### config.mk
export PLATFORM = sky130hd
export DESIGN_NAME = cordic_iter_ctrl
export DESIGN_NICKNAME = d
export VERILOG_FILES = /design/src/rtl/cordic_pkg.sv /design/src/rtl/cordic_iter_cnt.sv /design/src/rtl/cordic_iter_ctrl.sv
export SDC_FILE = /design/constraint.sdc
export NUM_CORES = 1
export LEC_CHECK = 0
export ABC_AREA = 1
export ABC_CLOCK_PERIOD_IN_PS = 3050
export BUFFER_PORTS_ARGS = -buffer_cell sky130_fd_sc_hd__buf_2
export CAP_MARGIN = 0
export CORE_MARGIN = 1
export CORE_UTILIZATION = 53
export DETAILED_ROUTE_END_ITERATION = 6
export PLACE_DENSITY = 0.8
export SYNTH_ARGS = -nofsm -noshare
export SYNTH_HDL_FRONTEND = slang
export SYNTH_SLANG_ARGS = --single-unit
export TNS_END_PERCENT = 20
### constraint.sdc
create_clock -name CLK -period 3.05 [get_ports CLK]
set_input_delay 0.915 -clock CLK [delete_from_list [all_inputs] [get_ports CLK]]
set_output_delay 0.915 -clock CLK [all_outputs]
set_load 0.02 [all_outputs]
### src/rtl/cordic_pkg.sv
// Shared CORDIC control constants: FSM state encoding, default iteration count
// and the hyperbolic repeat indices used by both controller and datapath.
package cordic_pkg;

  localparam int unsigned ITER_MAX_DEF = 24;
  localparam int unsigned ADRS_W_DEF   = 5;

  // Hyperbolic CORDIC must repeat these iterations to converge
  localparam int unsigned REP_IDX_A = 4;
  localparam int unsigned REP_IDX_B = 13;

  typedef enum logic [2:0] {
    S_IDLE   = 3'd0,
    S_INIT   = 3'd1,
    S_FETCH  = 3'd2,
    S_UPDATE = 3'd3,
    S_DONE   = 3'd4
  } state_t;

endpackage

### src/rtl/cordic_iter_cnt.sv
// Iteration index k with hyperbolic repeat tracking and last-iteration detect.
module cordic_iter_cnt
  import cordic_pkg::*;
#(
  parameter int unsigned ITER_MAX = ITER_MAX_DEF,
  parameter int unsigned ADRS_W   = ADRS_W_DEF
) (
  input  logic              clk,
  input  logic              rst_n,
  input  logic              load,
  input  logic              load_mode,
  input  logic              adv,
  input  logic              mode,
  output logic [ADRS_W-1:0] k,
  output logic              last_c
);

  logic rep_flag;
  logic rep_due;

  assign rep_due = mode && !rep_flag &&
                   ((k == ADRS_W'(REP_IDX_A)) || (k == ADRS_W'(REP_IDX_B)));
  assign last_c  = (k == ADRS_W'(ITER_MAX - 1)) && !rep_due;

  // k stays put after the final update so ADRS reflects it while in DONE
  always_ff @(posedge clk or negedge rst_n) begin
    if (!rst_n) begin
      k        <= '0;
      rep_flag <= 1'b0;
    end else if (load) begin
      k        <= load_mode ? ADRS_W'(1) : '0;
      rep_flag <= 1'b0;
    end else if (adv && !last_c) begin
      if (rep_due) begin
        rep_flag <= 1'b1;
      end else begin
        k        <= k + ADRS_W'(1);
        rep_flag <= 1'b0;
      end
    end
  end

endmodule

### src/rtl/cordic_iter_ctrl.sv
// CORDIC iteration sequencer: init load, ROM fetch / datapath update per
// iteration, then hold the result until the consumer acknowledges.
module cordic_iter_ctrl
  import cordic_pkg::*;
#(
  parameter int unsigned ITER_MAX = ITER_MAX_DEF,
  parameter int unsigned ADRS_W   = ADRS_W_DEF
) (
  input  logic              CLK,
  input  logic              RST,
  input  logic              BEG_FSM,
  input  logic              MODE,
  input  logic              ACK,
  output logic              EN_ROM1,
  output logic [ADRS_W-1:0] ADRS,
  output logic              LOAD_INIT,
  output logic              EN_ITER,
  output logic [ADRS_W-1:0] SHIFT,
  output logic              BUSY,
  output logic              RDY
);

  state_t            state_q;
  state_t            state_d;
  logic              mode_r;
  logic              start;
  logic              adv;
  logic              last_c;
  logic [ADRS_W-1:0] k;

  cordic_iter_cnt #(
    .ITER_MAX (ITER_MAX),
    .ADRS_W   (ADRS_W)
  ) u_cnt (
    .clk       (CLK),
    .rst_n     (RST),
    .load      (start),
    .load_mode (MODE),
    .adv       (adv),
    .mode      (mode_r),
    .k         (k),
    .last_c    (last_c)
  );

  always_ff @(posedge CLK or negedge RST) begin
    if (!RST) begin
      state_q <= S_IDLE;
      mode_r  <= 1'b0;
    end else begin
      state_q <= state_d;
      if (start) mode_r <= MODE;
    end
  end

  always_comb begin
    state_d = state_q;
    start   = 1'b0;
    adv     = 1'b0;
    case (state_q)
      S_IDLE: begin
        if (BEG_FSM) begin
          start   = 1'b1;
          state_d = S_INIT;
        end
      end
      S_INIT:   state_d = S_FETCH;
      S_FETCH:  state_d = S_UPDATE;
      S_UPDATE: begin
        adv     = 1'b1;
        state_d = last_c ? S_DONE : S_FETCH;
      end
      S_DONE: begin
        if (ACK) state_d = S_IDLE;
      end
      default:  state_d = S_IDLE;
    endcase
  end

  // Moore outputs; reset drives state to IDLE and k to 0, so all read 0
  always_comb begin
    EN_ROM1   = 1'b0;
    LOAD_INIT = 1'b0;
    EN_ITER   = 1'b0;
    BUSY      = 1'b0;
    RDY       = 1'b0;
    ADRS      = k;
    SHIFT     = k;
    case (state_q)
      S_INIT: begin
        LOAD_INIT = 1'b1;
        BUSY      = 1'b1;
      end
      S_FETCH: begin
        EN_ROM1 = 1'b1;
        BUSY    = 1'b1;
      end
      S_UPDATE: begin
        EN_ITER = 1'b1;
        BUSY    = 1'b1;
      end
      S_DONE:  RDY = 1'b1;
      default: ;
    endcase
  end

endmodule

Word-level counts from Yosys, hierarchy flattened
Index checks and enable logic that the tools add are counted.
Operators by class
  add/subtract/negate cells: 1
  equal/unequal tests: 10
  multiplexer cells: 18
  reductions and logical operators: 13
Operators with widths (number)
  two-way mux 5 bit: 3
  one-hot mux 3 bit (5 select lines): 1
  two-way mux 1 bit: 11
  two-way mux 3 bit: 3
  equality test 3 x 2 -> 1 bit, second input constant: 2
  inequality test 2 bit, second input constant: 3
  adder 5 x 1 -> 5 bit, second input constant: 1
  equality test 5 x 3 -> 1 bit, second input constant: 1
  equality test 5 x 4 -> 1 bit, second input constant: 1
  equality test 5 bit, second input constant: 1
  logical AND 1 bit: 4
  AND reduction 2 bit: 2
  equality test 3 x 1 -> 1 bit, second input constant: 1
  equality test 3 bit, second input constant: 1
  zero test 1 bit: 3
  zero test 3 bit: 1
  OR reduction 3 bit: 1
  nonzero test 2 bit: 1
  logical OR 1 bit: 1
Word-level totals
  register bits after elaboration: 10
  bits of input ports: 5

Logic depth before layout (Yosys ltp)
  word-level depth: 9
  mapped depth: 9

Hierarchy
From an unflattened synthesis, not the netlist that was laid out.
Unflattened totals
  cells, all modules: 99
  area total of the unflattened synthesis: 693.2 µm²
By module, submodules not included
  cordic_iter_cnt: instances 1, cells each 63, area an instance 437.9 µm², sequential area each 150.1 µm²
  cordic_iter_ctrl: instances 1, cells each 36, area an instance 255.2 µm², sequential area each 100.1 µm²

Worst setup path before layout
Ideal clock, no wire load.
  kind: reg2out
  start: register state_q[2]
  end: output port EN_ROM1
  data arrival time: 0.943 ns
  data required time: 2.135 ns
  setup slack: 1.192 ns
  cell stages (with the launch flop): 2
  path buffers: 0
  cells stage by stage: dfrtp_1 nor3_1
On the way
  cells in the longest elaborated chain, start to end: 2
Ends and longest elaborated chain
  from (decl): RTL line cordic_iter_ctrl.sv:23  | state_t state_q;
  from (signal assigned): RTL line cordic_iter_ctrl.sv:50  | state_q <= state_d;
  equality test 3 x 2 -> 1 bit: RTL line cordic_iter_ctrl.sv:88  | case (state_q)
  two-way mux 1 bit: RTL line cordic_iter_ctrl.sv:88
  to (decl): RTL line cordic_iter_ctrl.sv:14  | output logic EN_ROM1,
No other way between the ends.

Worst setup path after layout
  start: register state_q[1]
  end: output port RDY
On the way
  cells in the longest elaborated chain, start to end: 2
Ends and longest elaborated chain
  equality test 3 bit: RTL line cordic_iter_ctrl.sv:88
  two-way mux 1 bit: RTL line cordic_iter_ctrl.sv:88
  to (decl): RTL line cordic_iter_ctrl.sv:20  | output logic RDY
No other way between the ends.

==> results.txt <==
The library cells used most frequently in the layout, excluding fill and tap cells, are 25 x sky130_fd_sc_hd__nand2_1, 19 x sky130_fd_sc_hd__buf_2, 13 x sky130_fd_sc_hd__inv_1. Entering global routing, the biggest net connects 11 pins. Counting I/O delays and the setup requirement, the final critical path takes 2.075 ns.

The count of buffers added on input and output ports is 19. The share of post-route cells with drive strength above 1 is 30.36%. Traced cell by cell, the critical path runs through nor2_1 -> inv_1 -> nor2_1 -> buf_2. The flow ran to the end, and the final reports show no timing, DRC or antenna violations.

The worst setup path is launched from a register. The maximum fanout along the worst path is 5, and the via count is 634. The die covers 1449 µm². The run gives 0 as the total count of max-transition violations in the final report. In this run the standard cell core region covers 1156 µm². The kind of cell with the highest combined delay along the critical path is flip-flops.

The logs give 250.2 µm² for the area taken by flip-flops and latches and 0 for the number of antenna violations at the first check in global routing. In this run, the number of DRC markers left after iteration 0 of detailed routing was 14. Sum of negative setup slack: 0 ns.

Measured in cells, the most critical reg-to-reg path has a length of 9. The final wirelength is 1375 µm. For this run, design rule violations remaining after detail routing come to 0. The tools report the timing startpoint of the critical path as state_q[1].

The path type of the worst min-delay path is in -> async. Setup violations remaining at the end of the flow were counted as 0. Global routing consumed, over all layers together, 24.41% of the routing resources. The initial cell density of the core came out at 59.63%.

The data arrival time of the critical path is 1.16 ns, and the total power per unit cell area is 1069 nW/µm². The logs give 0 for the quantity of hold-fixing buffers added after cts and 0 for the number of violations of the max-capacitance limit. The critical path buffer and inverter count came out at 2. Once the clock tree was built, the setup fixing pass inserted 0 buffers. Setup repair after global routing left no endpoint under its margin.

In this run the static leakage power is 0.4654 nW. The most common cell after layout, fill and taps aside is sky130_fd_sc_hd__nand2_1. The number of different library cells in the post-synthesis netlist is 21.

The worst register-to-register path ends at u_cnt.k[0]. The layout overhead on the synthesized area came out at 16.15%. After synthesis, the mean cell area works out to 7.334 µm².

The startpoint identified for the worst register-to-register timing path is u_cnt.k[0]. Synthesis produced a netlist with a net count of 102. TritonCTS built the clock tree. The post-cts resize count was 0. Critical path required time: 2.13 ns. After detailed routing, the average wire length per cell comes to 10.91 µm. On the critical path, the stage with the largest delay is an instance of sky130_fd_sc_hd__dfrtp_1. Summing all multi-input logic gate instances after layout gives 347.8 µm². Count of H-tree levels built during CTS: 1. The count of final hold-check violations came out at 0.

Across the VDD grid, the largest voltage drop is 0.0005324 V. The final critical path takes up 68.04% of the cycle. The most repeated library cell on the critical path was sky130_fd_sc_hd__nor2_1.

The number of antenna diodes in the final layout is 0. Routability-driven placement finished with a final weighted congestion of 0.7188. After filler insertion, the fill cell instance count of the layout stands at 103.

For the setup slack on the worst flop-to-flop path, the log shows 1.56 ns. CTS placed an instance of sky130_fd_sc_hd__clkbuf_4 at the clock tree root. The total overflow left after global routing is 0.

Clock-pin slew was measured on the worst setup and hold paths at 0.07 ns. Sequential element share of the synthesized area: 36.30%. The worst setup path is of the reg -> out kind.

For the count of boundary I/O pins, the log shows 20. Derived from the worst setup path, the maximum achievable clock frequency is 0.4819 GHz. The run gives 2201 µm as the first-pass GRT wire length. The run gives 689.4 µm² as the summed instance area of the synthesized netlist. No sink is reached through more buffers than the 2 on the longest clock path.

The logic depth of the worst setup path including buffers was 4; the via count of the first global-routing pass was 500. The most critical setup path has its endpoint at RDY. Yosys printed 0 warnings. On the worst path, the slowest cell contributes a delay of 0.42 ns. The run gives 0.003284 ns as the worst clock skew. For the pin with the worst max-slew slack, the measured transition is 0.2426 ns.

The total power was 0.8562 mW. The max-slew headroom at the worst pin is 83.83%. The run gives 12 as the number of rows created at floorplan. The worst-skew pair later-pin latency is 0.28 ns. The gate count after technology mapping is 94, and the die width is 38.07 µm. For the sum of net half-perimeters after detailed placement, the log shows 994.9 µm. The detailed-route vias per instance is 5.032. The number of antenna-violating nets in the routed design was 0; the sink count of the clock tree was 10. In this run, CTS created clock tree buffers numbering 3. The sort of element at the end of the critical path was an output port. The synthesized design contains 10 register bits. The tools report the final-stage net count as 121.

The number of detailed-routing iterations run before antenna repair was 4; the vertical extent of the die was 38.07 µm.
-- power by group --
part           internal [mW]  switching [mW]
sequential             0.183          0.0657
clock                 0.0728          0.0555
combinational          0.165           0.314
-- cells by family (layout without fill, tap and decap cells) --
| family | Yosys count | after routing | synth area share, % |
|---|---|---|---|
| DFF | 10 | 10 | 36.30 |
| and+or+nand+nor | 57 | 57 | 40.11 |
| AOI/OAI and AO/OA | 5 | 5 | 4.900 |
| adders and majority gates | 3 | 3 | 5.445 |
| buffers and inverters | 19 | 37 | 13.25 |
-- worst min-delay path by stage --
stage                         startpoint             end  cells past startpoint
final                                RST  u_cnt.rep_flag                      1
after global routing                 RST      u_cnt.k[4]                      1
after CTS                            RST      u_cnt.k[4]                      1
after detailed placement  u_cnt.rep_flag  u_cnt.rep_flag                      2
after global placement    u_cnt.rep_flag  u_cnt.rep_flag                      2
after floorplan                   mode_r          mode_r                      2
-- per-layer routing --
layer / up-vias / GRT usage (%) / wire (µm)
li1: 327 / - / -
met1: 287 / 28.04 / 618
met2: 15 / 35.17 / 639
met3: 5 / 8.721 / 70
met4: 0 / 21.43 / 46
met5: - / 0 / 0
-- synthesized netlist by cell type, drive strengths merged --
cell | instances | area (µm²)
nor3 | 2 | 10.01
nand2 | 29 | 123.9
nand4 | 2 | 18.77
inv | 13 | 48.80
o31ai | 1 | 7.510
nand3 | 9 | 57.56
dfrtp | 10 | 250.2
clkinv | 1 | 5.000
a21oi | 1 | 5.000
o211ai | 1 | 7.510
or2 | 1 | 6.260
nor2 | 14 | 60.06
ha | 3 | 37.54
o21ai | 2 | 13.76
buf | 5 | 37.54
-- flip-flops by register name, indices dropped and copies added, names as in the netlist --
name            cells
u_cnt.rep_flag      1
mode_r              1
u_cnt.k             5
state_q             3
-- stage by stage --
stage                     utilization [%]  std cells  hold slack, ns  area [µm²]  setup WS, ns
after floorplan                         -         94          0.4933       689.4         1.192
after global placement              66.13        122          0.5135       764.5         1.304
after detailed placement            66.13        122          0.5254       764.5         1.289
after CTS                           69.26        126          0.4787       800.8        0.9737
after global routing                69.26        126          0.4867       800.8        0.9034
final                               69.26        126          0.4714       800.8        0.9747
-- area by class of cell --
cell class | count | area share [%]
multi-input combinational | 65 | 43.44
inverter | 14 | 6.719
tap | 14 | 2.188
sequential | 10 | 31.25
clock buffer | 4 | 4.531
timing repair buffer | 19 | 11.88
Note: power is estimated with default switching activity, not from simulation.
